<file path="config.mk">
export PLATFORM = sky130hd
export DESIGN_NAME = psi_pulse_generator
export DESIGN_NICKNAME = d
export VERILOG_FILES = /design/src/rtl/psi_pulse_generator.sv
export SDC_FILE = /design/constraint.sdc
export NUM_CORES = 1
export LEC_CHECK = 0
export CAP_MARGIN = 20
export CORE_ASPECT_RATIO = 0.8
export CORE_UTILIZATION = 40
export CTS_BUF_LIST = sky130_fd_sc_hd__clkbuf_4 sky130_fd_sc_hd__clkbuf_8
export CTS_CLUSTER_SIZE = 12
export DETAILED_ROUTE_END_ITERATION = 7
export GPL_ROUTABILITY_DRIVEN = 0
export SLEW_MARGIN = 15
export SYNTH_ARGS = -nofsm -noshare
export SYNTH_HDL_FRONTEND = slang
export SYNTH_SLANG_ARGS = --single-unit
</file>
<file path="constraint.sdc">
create_clock -name clk -period 2.3 [get_ports clk]
set_input_delay 0.46 -clock clk [delete_from_list [all_inputs] [get_ports clk]]
set_output_delay 0.46 -clock clk [all_outputs]
set_load 0.01 [all_outputs]
</file>
<file path="src/rtl/psi_pulse_generator.sv">
// psi pulse train source: N_HI high cycles then LOW_CYCLES low.
// Divisor updates are buffered and applied only at period starts.
module psi_pulse_generator #(
  parameter int         DIV_W      = 4,
  parameter logic [3:0] HI_PREFIX  = 4'b1011,
  parameter int         LOW_CYCLES = 8,
  parameter int         CNT_W      = 8
) (
  input  logic             clk,
  input  logic             rst,
  input  logic             en,
  input  logic [DIV_W-1:0] div,
  input  logic             load,
  output logic             psi,
  output logic             busy,
  output logic             period_done,
  output logic [7:0]       pulse_cnt,
  output logic [DIV_W-1:0] active_div
);

  localparam int HI_W = DIV_W + 4;

  typedef enum logic [1:0] {
    IDLE,
    HIGH,
    LOW
  } state_t;

  state_t           state;
  state_t           state_n;
  logic [CNT_W-1:0] cnt;
  logic [CNT_W-1:0] cnt_n;
  logic [DIV_W-1:0] pending_div;
  logic [DIV_W-1:0] next_div;
  logic [HI_W-1:0]  n_hi;
  logic [CNT_W-1:0] hi_last;
  logic [CNT_W-1:0] lo_last;
  logic             start;

  // A load coinciding with a boundary feeds the starting period.
  assign next_div = load ? div : pending_div;
  assign n_hi     = {HI_PREFIX, active_div};
  assign hi_last  = (n_hi == '0) ? CNT_W'(1) : CNT_W'(n_hi);
  assign lo_last  = CNT_W'(LOW_CYCLES);

  // Next-state and phase counter; en only matters in IDLE or at end of LOW.
  always_comb begin
    state_n = state;
    cnt_n   = cnt;
    start   = 1'b0;
    unique case (state)
      IDLE: begin
        if (en) begin
          state_n = HIGH;
          cnt_n   = CNT_W'(1);
          start   = 1'b1;
        end
      end
      HIGH: begin
        if (cnt == hi_last) begin
          state_n = LOW;
          cnt_n   = CNT_W'(1);
        end else begin
          cnt_n = cnt + 1'b1;
        end
      end
      LOW: begin
        if (cnt == lo_last) begin
          if (en) begin
            state_n = HIGH;
            cnt_n   = CNT_W'(1);
            start   = 1'b1;
          end else begin
            state_n = IDLE;
            cnt_n   = '0;
          end
        end else begin
          cnt_n = cnt + 1'b1;
        end
      end
      default: begin
        state_n = IDLE;
        cnt_n   = '0;
      end
    endcase
  end

  // State, registered outputs and divisor buffering.
  always_ff @(posedge clk) begin
    if (rst) begin
      state       <= IDLE;
      cnt         <= '0;
      psi         <= 1'b0;
      busy        <= 1'b0;
      period_done <= 1'b0;
      pulse_cnt   <= '0;
      active_div  <= '0;
      pending_div <= '0;
    end else begin
      state       <= state_n;
      cnt         <= cnt_n;
      psi         <= (state_n == HIGH);
      busy        <= (state_n != IDLE);
      period_done <= (state_n == LOW) && (cnt_n == lo_last);
      if (load) begin
        pending_div <= div;
      end
      if (start) begin
        active_div <= next_div;
        pulse_cnt  <= pulse_cnt + 8'd1;
      end
    end
  end

endmodule

</file>
## After elaboration in Yosys (flattened, before gate mapping)

Cells that the tools add are included.

- Register bits after elaboration: 29
- Input bits: 8
- Output and inout port bits: 15
- Logic and storage cells: 36

- $add $sub $neg: 2
- Eq/ne operators: 7
- Mux-type cells: 15
- Reductions and logical operators: 4

Operator list:

| cell | count |
|---|---|
| 8-bit 2-to-1 mux | 4 |
| 8-bit case mux with 3 select lines | 1 |
| 8-bit by 1-bit adder with 8-bit output (second input constant) | 2 |
| 8-bit by 4-bit == test with 1-bit output (second input constant) | 2 |
| 8-bit == test | 1 |
| 8-bit zero test | 1 |
| 2-bit 2-to-1 mux | 3 |
| 2-bit case mux with 3 select lines | 1 |
| 2-bit by 1-bit == test with 1-bit output (second input constant) | 2 |
| 2-bit == test (second input constant) | 2 |
| 1-bit 2-to-1 mux | 4 |
| 4-bit 2-to-1 mux | 1 |
| 2-bit zero test | 1 |
| 1-bit case mux with 2 select lines | 1 |
| 2-bit nonzero test | 1 |
| 1-bit logical AND | 1 |

## Depth between registers and ports, before layout

- Word-level depth: 7
- Mapped depth: 8
- Mapped depth without buffers: 7

## Least setup slack after synthesis

OpenSTA, ideal clock, no wires.

- Kind: register -> register
- From: register cnt[0]
- To: register cnt[4]
- Library setup time: 0.117 ns
- Arrival time: 1.573 ns
- Data required time: 2.183 ns
- Path slack: 0.611 ns
- Stages on the path, launching flop included: 7
- Path buffers: 0
- Clock period less this slack: 1.689 ns
- Cells stage by stage: dfxtp_1 inv_1 ha_1 nor4bb_1 a211o_1 nand3_1 a22o_1

- Longest elaborated chain between the ends: 3
- Elaborated cells on any way between the ends: 6
- Classes of those cells: add/sub (1); eq/ne (2); mux (3)

Ends and longest elaborated chain:

| what | RTL line | source |
|---|---|---|
| from (decl) | 31 | `logic [CNT_W-1:0] cnt;` |
| from (signal assigned) | 101 | `cnt <= cnt_n;` |
| 8-bit by 1-bit adder with 8-bit output, or another cell as far along | 64, 78 |  |
| 8-bit 2-to-1 mux, on equally long branches | 68, 60 |  |
| 8-bit case mux with 3 select lines * | 51 | `unique case (state)` |

Every way passes the cells marked *; elsewhere a longest branch is shown, timed or not.
A chain may end at the register's enable or synchronous reset.

## Worst setup path in the final report

- From: register cnt[3]
- To: register active_div[3]

- Longest elaborated chain between the ends: 3

Ends and longest elaborated chain:

| what | RTL line | source |
|---|---|---|
| 8-bit by 4-bit == test with 1-bit output | 68 | `if (cnt == lo_last) begin` |
| 1-bit 2-to-1 mux | 68 |  |
| 1-bit case mux with 2 select lines | 51 |  |
| to (signal assigned) | 109 | `active_div <= next_div;` |
| to (decl) | 18 | `output logic [DIV_W-1:0] active_div` |

Every way passes these cells.

==> flow_summary.json <==
{
  "tns_ns": 0,
  "first_pass_iters": 6,
  "drv_slew": 0,
  "fin_crit_sh_pct": 88.8,
  "power.total_w": 0.00120,
  "grt_max_degree": 19,
  "cp_top_family": "simple AND/OR/NAND/NOR gates",
  "drtIter0Drc": 150,
  "cp_cell_sequence": "nand4bb_2 -> o21ai_4 -> and2_1 -> nor2_1 -> a211oi_2",
  "final_cells": 238,
  "antenna_found_initial": 0,
  "critPathMaxStageDelay_ns": 0.62,
  "dp_cells": 230,
  "path_class": "register to register",
  "rsz0062_at_grt": "false",
  "async_flop_share_pct": 0,
  "syn-num-nets": 185,
  "ys_seq_area_share_pct": 38.3,
  "hold_path_class": "register to register",
  "synthCells": 174,
  "areaGrowthSynthToFinish_pct": 21.9,
  "utilization_pct": 52.5,
  "crit_path_top_delay_cell": "dfxtp_1",
  "io_pins": 23,
  "hold_viol_final": 0,
  "critical_path_peak_fanout": 11,
  "totalWireLength_um": 3360,
  "cts_root_buffer": "clkbuf_8",
  "crit_buf_inv": 0,
  "grtUsageTotal_pct": 18.5,
  "numCtsBuffers": 5,
  "die-area_sq_um": 4040,
  "synth_ff_type": "dfxtp_1",
  "startpoint_type": "register",
  "synth_area_sq_um": 1520,
  "insertion_delay_ns": 0.28,
  "outcome": "complete, no violations",
  "fp.dieW_um": 70.8,
  "yosysWarnings": 0,
  "arrival_ns": 2.24,
  "cts.sinks": 29,
  "core_sq_um": 3520,
  "syn-mean-instance-area_sq_um": 8.72,
  "die_h_um": 57.1,
  "ant_nets": 0,
  "hold-worst-slack_ns": 0.498,
  "grt_pass1_vias": 1178,
  "via_per_inst": 5.55,
  "required_ns": 2.50,
  "leakage_nw": 0.684,
  "drc": 0,
  "slew_headroom_pct": 63.4,
  "io_buffers": 22,
  "setup_violations": 0,
  "cts.clk_slew.worst_paths_ns": 0.06,
  "vias": 1322,
  "cts_tree": "yes",
  "ys_types": 44,
  "antenna_cells": 0,
  "htree_levels": 2,
  "place_hpwl_um": 2430,
  "synth-seq-cells": 29,
  "postCtsSetupRepairBufs": 0,
  "tightestPinTransition_ns": 0.542,
  "rows": 19,
  "fin_crit_ns": 2.04,
  "end_kind": "register",
  "finClkSkew_ns": 0.00398,
  "powerDensity_nw_per_um2": 652,
  "maxCapViolations": 0,
  "start_util_pct": 43.1,
  "overflow": 0,
  "nets": 206,
  "cts_resized": 0,
  "drive_above_1_share_pct": 10.7,
  "ir_drop_v": 0.000488,
  "post_drt_wl_per_cell_um": 14.1,
  "holdBufCountCts": 0,
  "clk_path_buf_depth": 2,
  "synth-edff-count": 0,
  "fmax_ghz": 0.489,
  "grt_pass1_wl_um": 5660
}
==> tightest hold or removal path: stages (launching register included) <==
cell,delay (ns)
dfxtp_1,0.33
nand2_1,0.06
a21oi_1,0.05
==> logic make-up after synthesis <==
| family | after synthesis | share of synthesized area [%] |
|---|---|---|
| flip-flops | 29 | 38.3 |
| buffers and inverters | 14 | 5.03 |
| multiplexers | 4 | 2.64 |
| adder cells (fa/ha/maj) | 3 | 2.48 |
| AND/OR/NAND/NOR | 68 | 23.9 |
| AO/OA/AOI/OAI | 43 | 20.1 |
| XOR/XNOR | 13 | 7.51 |
==> sequential cells by signal, indices dropped and copies added, names as in the netlist <==
name and count:
pending_div 4, state 2, cnt 8, pulse_cnt 8
period_done 1, active_div 4, busy 1, psi 1
==> worst paths after layout <==
check / from / to / slack (ns) / depth (start not counted)
max: cnt[3] / active_div[3] / 0.26 / 5
min: pulse_cnt[1] / pulse_cnt[1] / 0.50 / 2
max reg2reg: cnt[3] / active_div[3] / 0.26 / 5
min reg2reg: pulse_cnt[1] / pulse_cnt[1] / 0.50 / 2
==> stage by stage <==
stage	area, sq um	worst slack [ns]
after CTS	1850	0.263
after global routing	1850	0.109
after floorplan	1520	0.611
final	1850	0.257
after detailed placement	1750	0.0729
after global placement	1750	0.176
==> synth_stat cells, types with 2 or more instances <==
library cell	n	share of area (%)
nor2_1	21	5.2
a21oi_1	13	4.3
buf_2	4	1.3
o31ai_1	3	1.5
nand3_1	8	2.6
nand2b_1	3	1.2
mux2i_1	4	2.6
or3_1	2	0.82
a31oi_1	6	2.5
xor2_1	10	5.8
buf_6	2	1.5
and3_1	2	0.82
xnor2_1	3	1.7
nor4_1	2	0.82
and2_1	2	0.82
inv_1	3	0.74
nand4_1	3	1.2
nand2_1	10	2.5
dfxtp_1	29	38
o21ai_0	7	2.3
ha_1	3	2.5
a21o_1	2	0.99
a211oi_2	4	3.3
clkbuf_1	3	0.74
nor3_1	6	2.0
==> power by group <==
group / leakage (nW) / internal (W) / total (W) / switching, W
sequential: 0.237 / 0.000529 / 0.000564 / 0.0000348
clock: 0.0542 / 0.000270 / 0.000462 / 0.000192
combinational: 0.393 / 0.0000883 / 0.000178 / 0.0000894
total: 0.684 / 0.000887 / 0.00120 / 0.000317
==> layout by cell type (no fill, tap or decap), types with 2 or more instances in the layout <==
cell and n:
a211oi_2 4, a21o_1 2, a21oi_1 13, a31oi_1 6, and2_1 2, and3_1 2, buf_4 3, clkbuf_8 7
clkdlybuf4s50_1 22, dfxtp_1 29, ha_1 3, inv_1 3, mux2i_1 4, nand2_1 10, nand2b_1 3, nand3_1 8
nand4_1 3, nor2_1 21, nor3_1 6, nor4_1 2, o21ai_0 7, o31ai_1 3, or3_1 2, xnor2_1 3
xor2_1 10
==> metal layers <==
metal	GRT usage (%)	vias to the layer above	share of wire, %
met5	0	-	0
met4	10.0	0	2.0
met3	5.12	6	5.9
met2	26.9	43	42
met1	25.1	605	50
li1	-	668	-
==> area by class of cell <==
type | count | area [sq um]
Tap cell | 42 | 52.6
Clock buffer | 7 | 96.3
Sequential cell | 29 | 581
Fill cell | 329 | 1670
Multi-Input combinational cell | 131 | 860
Clock inverter | 1 | 5.00
Timing Repair Buffer | 25 | 243
Inverter | 3 | 11.3
Power figures use the tool's default switching activity.
